**src/rtl/pc_sequencer.sv**
```systemverilog
// Next-PC selection and PC register: sequential, BEQ/BNE, jump, call, return.
// Return-address stack is built only when PC_SEQ_RAS_EN is defined.
module pc_sequencer #(
    parameter int unsigned PC_WIDTH = 32,
    parameter int unsigned IMM_WIDTH = 32,
    parameter int unsigned RAS_DEPTH = 4,
    parameter logic [PC_WIDTH-1:0] RESET_PC = '0
) (
    input  logic                 clock,
    input  logic                 reset,
    input  logic                 stall,
    input  logic                 branch,
    input  logic                 branch_ne,
    input  logic                 flag,
    input  logic                 jump,
    input  logic                 call,
    input  logic                 ret,
    input  logic [25:0]          jump_addr,
    input  logic [IMM_WIDTH-1:0] immediate,
    output logic [PC_WIDTH-1:0]  pc,
    output logic [PC_WIDTH-1:0]  pc_next,
    output logic                 redirect,
    output logic                 ras_overflow,
    output logic                 ras_underflow
);

    logic [PC_WIDTH-1:0] pc_plus1;
    logic [PC_WIDTH-1:0] imm_ext;
    logic [PC_WIDTH-1:0] branch_target;
    logic [PC_WIDTH-1:0] jump_target;
    logic                taken;

    assign pc_plus1 = pc + PC_WIDTH'(1);

    // Offset is resized to the PC width: sign-extend when narrower, truncate when wider.
    generate
        if (IMM_WIDTH > PC_WIDTH) begin : g_imm_trunc
            logic [IMM_WIDTH-PC_WIDTH-1:0] unused_imm_high;
            assign unused_imm_high = immediate[IMM_WIDTH-1:PC_WIDTH];
            assign imm_ext = immediate[PC_WIDTH-1:0];
        end else if (IMM_WIDTH == PC_WIDTH) begin : g_imm_same
            assign imm_ext = immediate;
        end else begin : g_imm_sext
            assign imm_ext = {{(PC_WIDTH-IMM_WIDTH){immediate[IMM_WIDTH-1]}}, immediate};
        end
    endgenerate

    assign branch_target = pc_plus1 + imm_ext;
    assign jump_target   = {pc_plus1[PC_WIDTH-1:26], jump_addr};
    assign taken         = (branch & flag) | (branch_ne & ~flag);

`ifdef PC_SEQ_RAS_EN
    localparam int unsigned PTR_W = (RAS_DEPTH > 1) ? $clog2(RAS_DEPTH) : 1;
    localparam logic [PTR_W:0] DEPTH_C = (PTR_W+1)'(RAS_DEPTH);

    logic [PC_WIDTH-1:0] stack [RAS_DEPTH];
    logic [PTR_W-1:0]    ptr;
    logic [PTR_W-1:0]    top_ptr;
    logic [PTR_W:0]      count;
    logic                full;
    logic                empty;
    logic                push;
    logic                pop;
    logic [PC_WIDTH-1:0] ras_top;

    // ptr is the next free slot; the top of stack sits one below it.
    assign top_ptr = ptr - PTR_W'(1);
    assign ras_top = stack[top_ptr];
    assign full    = (count == DEPTH_C);
    assign empty   = (count == '0);
    assign pop     = ~stall & ret;
    assign push    = ~stall & call & ~ret;

    always_comb begin
        pc_next  = pc_plus1;
        redirect = 1'b0;
        if (stall) begin
            pc_next = pc;
        end else if (ret) begin
            if (!empty) begin
                pc_next  = ras_top;
                redirect = 1'b1;
            end
        end else if (jump || call) begin
            pc_next  = jump_target;
            redirect = 1'b1;
        end else if (taken) begin
            pc_next  = branch_target;
            redirect = 1'b1;
        end
    end

    always_ff @(posedge clock) begin
        if (reset) begin
            ptr           <= '0;
            count         <= '0;
            ras_overflow  <= 1'b0;
            ras_underflow <= 1'b0;
        end else begin
            ras_overflow  <= push & full;
            ras_underflow <= pop & empty;
            if (pop && !empty) begin
                ptr   <= top_ptr;
                count <= count - (PTR_W+1)'(1);
            end else if (push) begin
                // When full, the slot at ptr holds the oldest entry and is overwritten.
                ptr <= ptr + PTR_W'(1);
                if (!full) begin
                    count <= count + (PTR_W+1)'(1);
                end
            end
        end
    end

    always_ff @(posedge clock) begin
        if (!reset && push) begin
            stack[ptr] <= pc_plus1;
        end
    end
`else
    localparam int unsigned unused_ras_depth = RAS_DEPTH;
    logic unused_ret;
    assign unused_ret = ret;

    always_comb begin
        pc_next  = pc_plus1;
        redirect = 1'b0;
        if (stall) begin
            pc_next = pc;
        end else if (jump || call) begin
            pc_next  = jump_target;
            redirect = 1'b1;
        end else if (taken) begin
            pc_next  = branch_target;
            redirect = 1'b1;
        end
    end

    assign ras_overflow  = 1'b0;
    assign ras_underflow = 1'b0;
`endif

    always_ff @(posedge clock) begin
        if (reset) begin
            pc <= RESET_PC;
        end else begin
            pc <= pc_next;
        end
    end

endmodule

```
**config.mk**
```make
export PLATFORM = sky130hd
export DESIGN_NAME = pc_sequencer
export DESIGN_NICKNAME = d
export VERILOG_FILES = /design/src/rtl/pc_sequencer.sv
export SDC_FILE = /design/constraint.sdc
export NUM_CORES = 1
export LEC_CHECK = 0
export ABC_CLOCK_PERIOD_IN_PS = 4600
export CORE_MARGIN = 10
export CORE_UTILIZATION = 49
export DETAILED_ROUTE_END_ITERATION = 10
export PLACE_DENSITY = 0.91
export SYNTH_ARGS = -nofsm -noshare
export SYNTH_HDL_FRONTEND = slang
export SYNTH_SLANG_ARGS = --single-unit
```
**constraint.sdc**
```tcl
create_clock -name clock -period 4.6 [get_ports clock]
set_input_delay 0.69 -clock clock [delete_from_list [all_inputs] [get_ports clock]]
set_output_delay 0.69 -clock clock [all_outputs]
set_load 0.05 [all_outputs]
```
### After elaboration in Yosys (flattened, before gate mapping)

Cells that the tools add are included.

| storage, ports and cells | value |
|---|---|
| flip-flop bits (word level) | 32 |
| input port bits | 67 |

| operators by class | value |
|---|---|
| add/sub/neg operators | 2 |
| mux-type cells | 6 |
| bitwise logic cells | 4 |
| reductions and logical operators | 1 |

Operators with widths:

| kind | number |
|---|---|
| $mux W32 | 3 |
| $add A32 B1 Y32 const B | 1 |
| $add A32 B32 Y32 | 1 |
| $mux W1 | 3 |
| $and A1 B1 Y1 | 2 |
| $logic_or A1 B1 Y1 | 1 |
| $not A1 Y1 | 1 |
| $or A1 B1 Y1 | 1 |

### Depth between registers and ports, before layout

| logic depth | value |
|---|---|
| depth in word-level cells | 6 |
| depth in mapped cells | 16 |
| depth with buffers taken out | 14 |

### Least setup slack after synthesis

Ideal clock, no wire load.

| timing path | value |
|---|---|
| kind | reg2out |
| from | register pc[0] |
| to | output port pc_next[27] |
| data arrival time | 4935 ps |
| slack | -1025 ps |
| stages on the path, launching flop included | 15 |
| buffers on the path | 1 |
| cells stage by stage | dfxtp_1 -> ha_1 -> nand2_1 -> nor3_1 -> and4_1 -> xor2_1 -> ha_1 -> clkbuf_1 -> a21oi_1 -> o21ai_0 -> a31oi_1 -> o21ai_1 -> a21oi_2 -> mux2i_1 -> a2111oi_1 |

| between the ends | value |
|---|---|
| word-level cells in the longest chain between the ends | 5 |

Ends and longest elaborated chain:

| item | RTL line | text |
|---|---|---|
| from (decl) | 20 | `output logic [PC_WIDTH-1:0] pc,` |
| from (signal assigned) | 147 | `pc <= pc_next;` |
| $add A32 B1 Y32 * | 33 | `assign pc_plus1 = pc + PC_WIDTH'(1);` |
| $add A32 B32 Y32 | 48 | `assign branch_target = pc_plus1 + imm_ext;` |
| $mux W32 | 133 | `end else if (taken) begin` |
| $mux W32 * | 130 | `end else if (jump \|\| call) begin` |
| $mux W32 * | 128 | `if (stall) begin` |
| to (decl) | 21 | `output logic [PC_WIDTH-1:0] pc_next,` |

Mark *: on every way between the ends. The rest lies on a longest branch, timed or not.

### Worst setup path in the final report

| timing path | value |
|---|---|
| from | register pc[7] |
| to | output port pc_next[31] |

Same word-level chain as after synthesis.

==> flow_metrics.py <==
metrics = {
    "worst_setup_path": {
        "rr_endpoint": "pc[29]",
        "endpoint_kind": "output pin",
        "criticalPathCategory": "reg -> out",
        "reg2reg_depth": 15,
        "crit_path_start": "pc[7]",
        "crit_end": "pc_next[31]",
        "worst_ep_required_time_ps": 3910,
        "worstPathArrival_ps": 4020,
        "reg2reg_slack_ps": 830,
        "critPathLaunchType": "register",
        "critPathSlowestCell": "dfxtp_4",
        "reg2reg_from": "pc[7]",
        "max_stage_delay_ps": 410,
        "worstPathMaxFanout": 7,
        "crit_chain": "and4_4 > nand4_4 > buf_6 > nor3_2 > xor2_1 > buf_4 > ha_1 > a21oi_1 > o21ai_2 > nor2_1 > a211oi_2 > nand2_2 > buf_4 > mux2i_1 > nand4_1 > nand2_2 > buf_12",
    },
    "sta": {
        "hold_viol": 0,
        "max_freq_ghz": 0.212,
        "slew_headroom_pct": 51.9,
        "rsz0062_at_grt": "yes",
        "slew_viol_final": 0,
        "fin_crit_sh_pct": 102,
        "finalSetupTns_ps": -246,
        "tightestPinTransition_ps": 718,
        "skew_ps": 17.0,
        "min_period_ps": 4710,
        "setup_viol": 3,
        "finalWorstSetupSlack_ps": -111,
    },
    "placement": {
        "dp_slack_ps": 97.2,
        "dp_hpwl_mm": 14.3,
        "placed_area_um2": 6130,
        "port_buffers": 130,
        "place.gp.congestion": 1.01,
    },
    "die": {
        "die_h_um": 114,
        "die_area_um2": 13100,
        "start_util_pct": 50.3,
        "core_area_um2": 8680,
        "pin_count": 134,
        "dieWidth_um": 114,
        "rows": 34,
    },
    "flow_run": {
        "cap_violations": 0,
    },
    "yosys": {
        "syn_inst": 613,
        "yosysWarnings": 0,
        "synth_seq_area_share_pct": 14.7,
        "synth_edf_count": 0,
        "netlist_area_um2": 4370,
        "ys_types": 69,
        "synth-seq-cells": 32,
        "synthFlopType": "dfxtp_1",
        "async_flop_share_pct": 0,
        "syn_avg_cell_area_um2": 7.12,
    },
    "layout": {
        "fillers": 552,
        "diodes": 0,
        "top_regs": "pc x32",
        "area_delta_synth_final_pct": 57.1,
        "fin_util_pct": 79.0,
        "final_area_um2": 6860,
        "regMostFlops": "pc",
        "drive_gt1_share_pct": 24.5,
        "nets": 870,
        "largest_reg_flops": 32,
    },
    "detailed_routing": {
        "vias": 5904,
        "vias_per_cell": 6.77,
        "wl_per_cell_um": 23.5,
        "drtAntennaViolNets": 0,
        "drt_wl_total_mm": 20.5,
        "drc": 1,
        "first_pass_iters": 9,
        "drt_iter0_markers": 582,
    },
    "clocking": {
        "cts_buffers": 5,
        "cts_sinks": 32,
        "clockBufferDepth": 2,
        "clkLatencyLatePin_ps": 310,
        "htree_levels": 2,
        "cts_tree": "yes",
        "clockRootBuffer": "clkbuf_8",
        "clkTransAtPathRegs_ps": 80,
    },
    "run_status": {
        "violations": "DRC, setup timing",
        "status": "complete, but fails checks",
    },
    "power": {
        "p_leak_nw": 2.87,
        "cellPowerDensity_nw_per_um2": 228,
        "ir_drop_mv": 0.185,
    },
    "min_path": {
        "min_path_type": "reg -> reg",
        "hold_depth": 2,
    },
    "global_route": {
        "grt_max_degree": 47,
        "grt_pass1_wl_mm": 28.5,
        "overflow": 0,
        "antenna_found_initial": 0,
        "grt_usage_pct": 26.5,
        "grt_pass1_vias": 5565,
    },
}
-- critical path: cells and delay by family, from the launching register on --
family | cells | cell delay, ps
AO/OA/AOI/OAI | 3 | 600
XOR/XNOR | 1 | 310
adder cells (fa/ha/maj) | 1 | 230
buffers and inverters | 4 | 710
flip-flops | 1 | 410
multiplexers | 1 | 210
AND/OR/NAND/NOR | 7 | 1220
-- timing repair --
action                                  in CTS  in global routing
cloned                                       0                  0
hold buffers                                 0                  0
pin swaps                                    7                 18
endpoints found under the setup margin      12                 20
resized for setup                           13                 88
buffers inserted                             8                 13
-- synth_stat cells (2+ instances only) --
| master | count | share of area (%) |
|---|---|---|
| nand2_1 | 70 | 6.0 |
| a21oi_1 | 52 | 6.0 |
| nor2_1 | 44 | 3.8 |
| ha_1 | 39 | 11 |
| o21ai_0 | 36 | 4.1 |
| dfxtp_1 | 32 | 15 |
| clkbuf_1 | 31 | 2.7 |
| xnor2_1 | 28 | 5.6 |
| nor2b_1 | 27 | 3.9 |
| xor2_1 | 21 | 4.2 |
| nand3_1 | 20 | 2.3 |
| a21o_1 | 18 | 3.1 |
| nand4_1 | 17 | 2.4 |
| inv_1 | 16 | 1.4 |
| nor3_1 | 16 | 1.8 |
| and3_1 | 11 | 1.6 |
| a31oi_1 | 10 | 1.4 |
| mux2i_1 | 10 | 2.3 |
| a211oi_1 | 7 | 1.2 |
| or3_1 | 7 | 1.0 |
| and2_1 | 6 | 0.86 |
| nor4_1 | 6 | 0.86 |
| o211ai_1 | 6 | 1.0 |
| o21a_1 | 6 | 1.0 |
| and4_1 | 5 | 1.0 |
| o21bai_1 | 5 | 0.86 |
| a31o_2 | 4 | 0.80 |
| o221ai_1 | 4 | 0.80 |
| o22ai_1 | 4 | 0.57 |
| o31a_1 | 4 | 0.80 |
| a221o_1 | 3 | 0.69 |
| o21ai_1 | 3 | 0.34 |
| a221oi_1 | 2 | 0.40 |
| a22oi_1 | 2 | 0.34 |
| a41oi_1 | 2 | 0.40 |
| buf_1 | 2 | 0.17 |
| buf_4 | 2 | 0.34 |
| mux2_2 | 2 | 0.52 |
| o31ai_1 | 2 | 0.34 |
| or2_2 | 2 | 0.29 |
-- metal layers --
| metal | vias to the layer above | global-route usage (%) | part of all wire, % |
|---|---|---|---|
| li1 | 2563 | - | - |
| met1 | 2712 | 31.8 | 36 |
| met2 | 500 | 44.5 | 47 |
| met3 | 129 | 6.97 | 12 |
| met4 | 0 | 9.11 | 5.1 |
| met5 | - | 0 | 0 |
-- through the flow --
step | total power, mW | instances | hold WS [ps]
after global routing | 1.62 | 872 | 600
after global placement | 1.14 | 844 | 520
after floorplan | 0.838 | 614 | 746
final | 1.56 | 872 | 572
after detailed placement | 1.16 | 844 | 550
after CTS | 1.47 | 860 | 562
-- power breakdown --
group	internal (mW)	total (mW)	switching, mW
clock network	0.161	0.305	0.144
registers	0.295	0.328	0.0325
logic	0.383	0.930	0.547
-- placed cells by master, fill, tap and decap left out, drive strengths merged, types with 4 or more instances in the layout --
cell type | netlist | layout
a211oi | 7 | 7
a21o | 18 | 18
a21oi | 53 | 53
a31o | 4 | 4
a31oi | 11 | 11
and2 | 6 | 6
and3 | 11 | 11
and4 | 5 | 5
buf | 5 | 77
clkbuf | 31 | 5
clkdlybuf4s50 | 0 | 101
dfxtp | 32 | 32
ha | 39 | 39
inv | 16 | 16
mux2i | 10 | 10
nand2 | 70 | 70
nand3 | 20 | 20
nand4 | 18 | 18
nor2 | 44 | 44
nor2b | 27 | 27
nor3 | 17 | 17
nor4 | 7 | 7
o211ai | 7 | 7
o21a | 6 | 6
o21ai | 39 | 39
o21bai | 5 | 5
o221ai | 4 | 4
o22ai | 4 | 4
o31a | 4 | 4
or3 | 7 | 7
xnor2 | 28 | 28
xor2 | 21 | 21
-- worst min path at each step --
stage / from / to / slack (ps)
final: pc[31] / pc[31] / 570
after floorplan: pc[17] / pc[17] / 750
after global placement: pc[31] / pc[31] / 520
after detailed placement: pc[31] / pc[31] / 550
after global routing: pc[31] / pc[31] / 600
after CTS: pc[31] / pc[31] / 560
-- cell type report --
cell class	instances	area, um^2	area share [%]
inverters	16	60.1	0.876
flip-flops and latches	32	694	10.1
clock buffers	5	68.8	1.00
well taps	108	135	1.97
clock inverters	3	42.5	0.620
multi-input cells	530	4000	58.3
repair buffers	178	1860	27.1
-- cells by family (layout without fill, tap and decap cells) --
| group | Yosys count | count (layout) | synth area share (%) |
|---|---|---|---|
| AND/OR/NAND/NOR | 237 | 237 | 27.3 |
| AO/OA/AOI/OAI | 190 | 190 | 29.0 |
| buffers and inverters | 52 | 202 | 4.67 |
| XOR/XNOR | 49 | 49 | 9.83 |
| adder cells (fa/ha/maj) | 40 | 40 | 11.6 |
| flip-flops | 32 | 32 | 14.7 |
| multiplexers | 12 | 12 | 2.81 |
| other | 1 | 2 | 0.0859 |
Power figures use the tool's default switching activity.
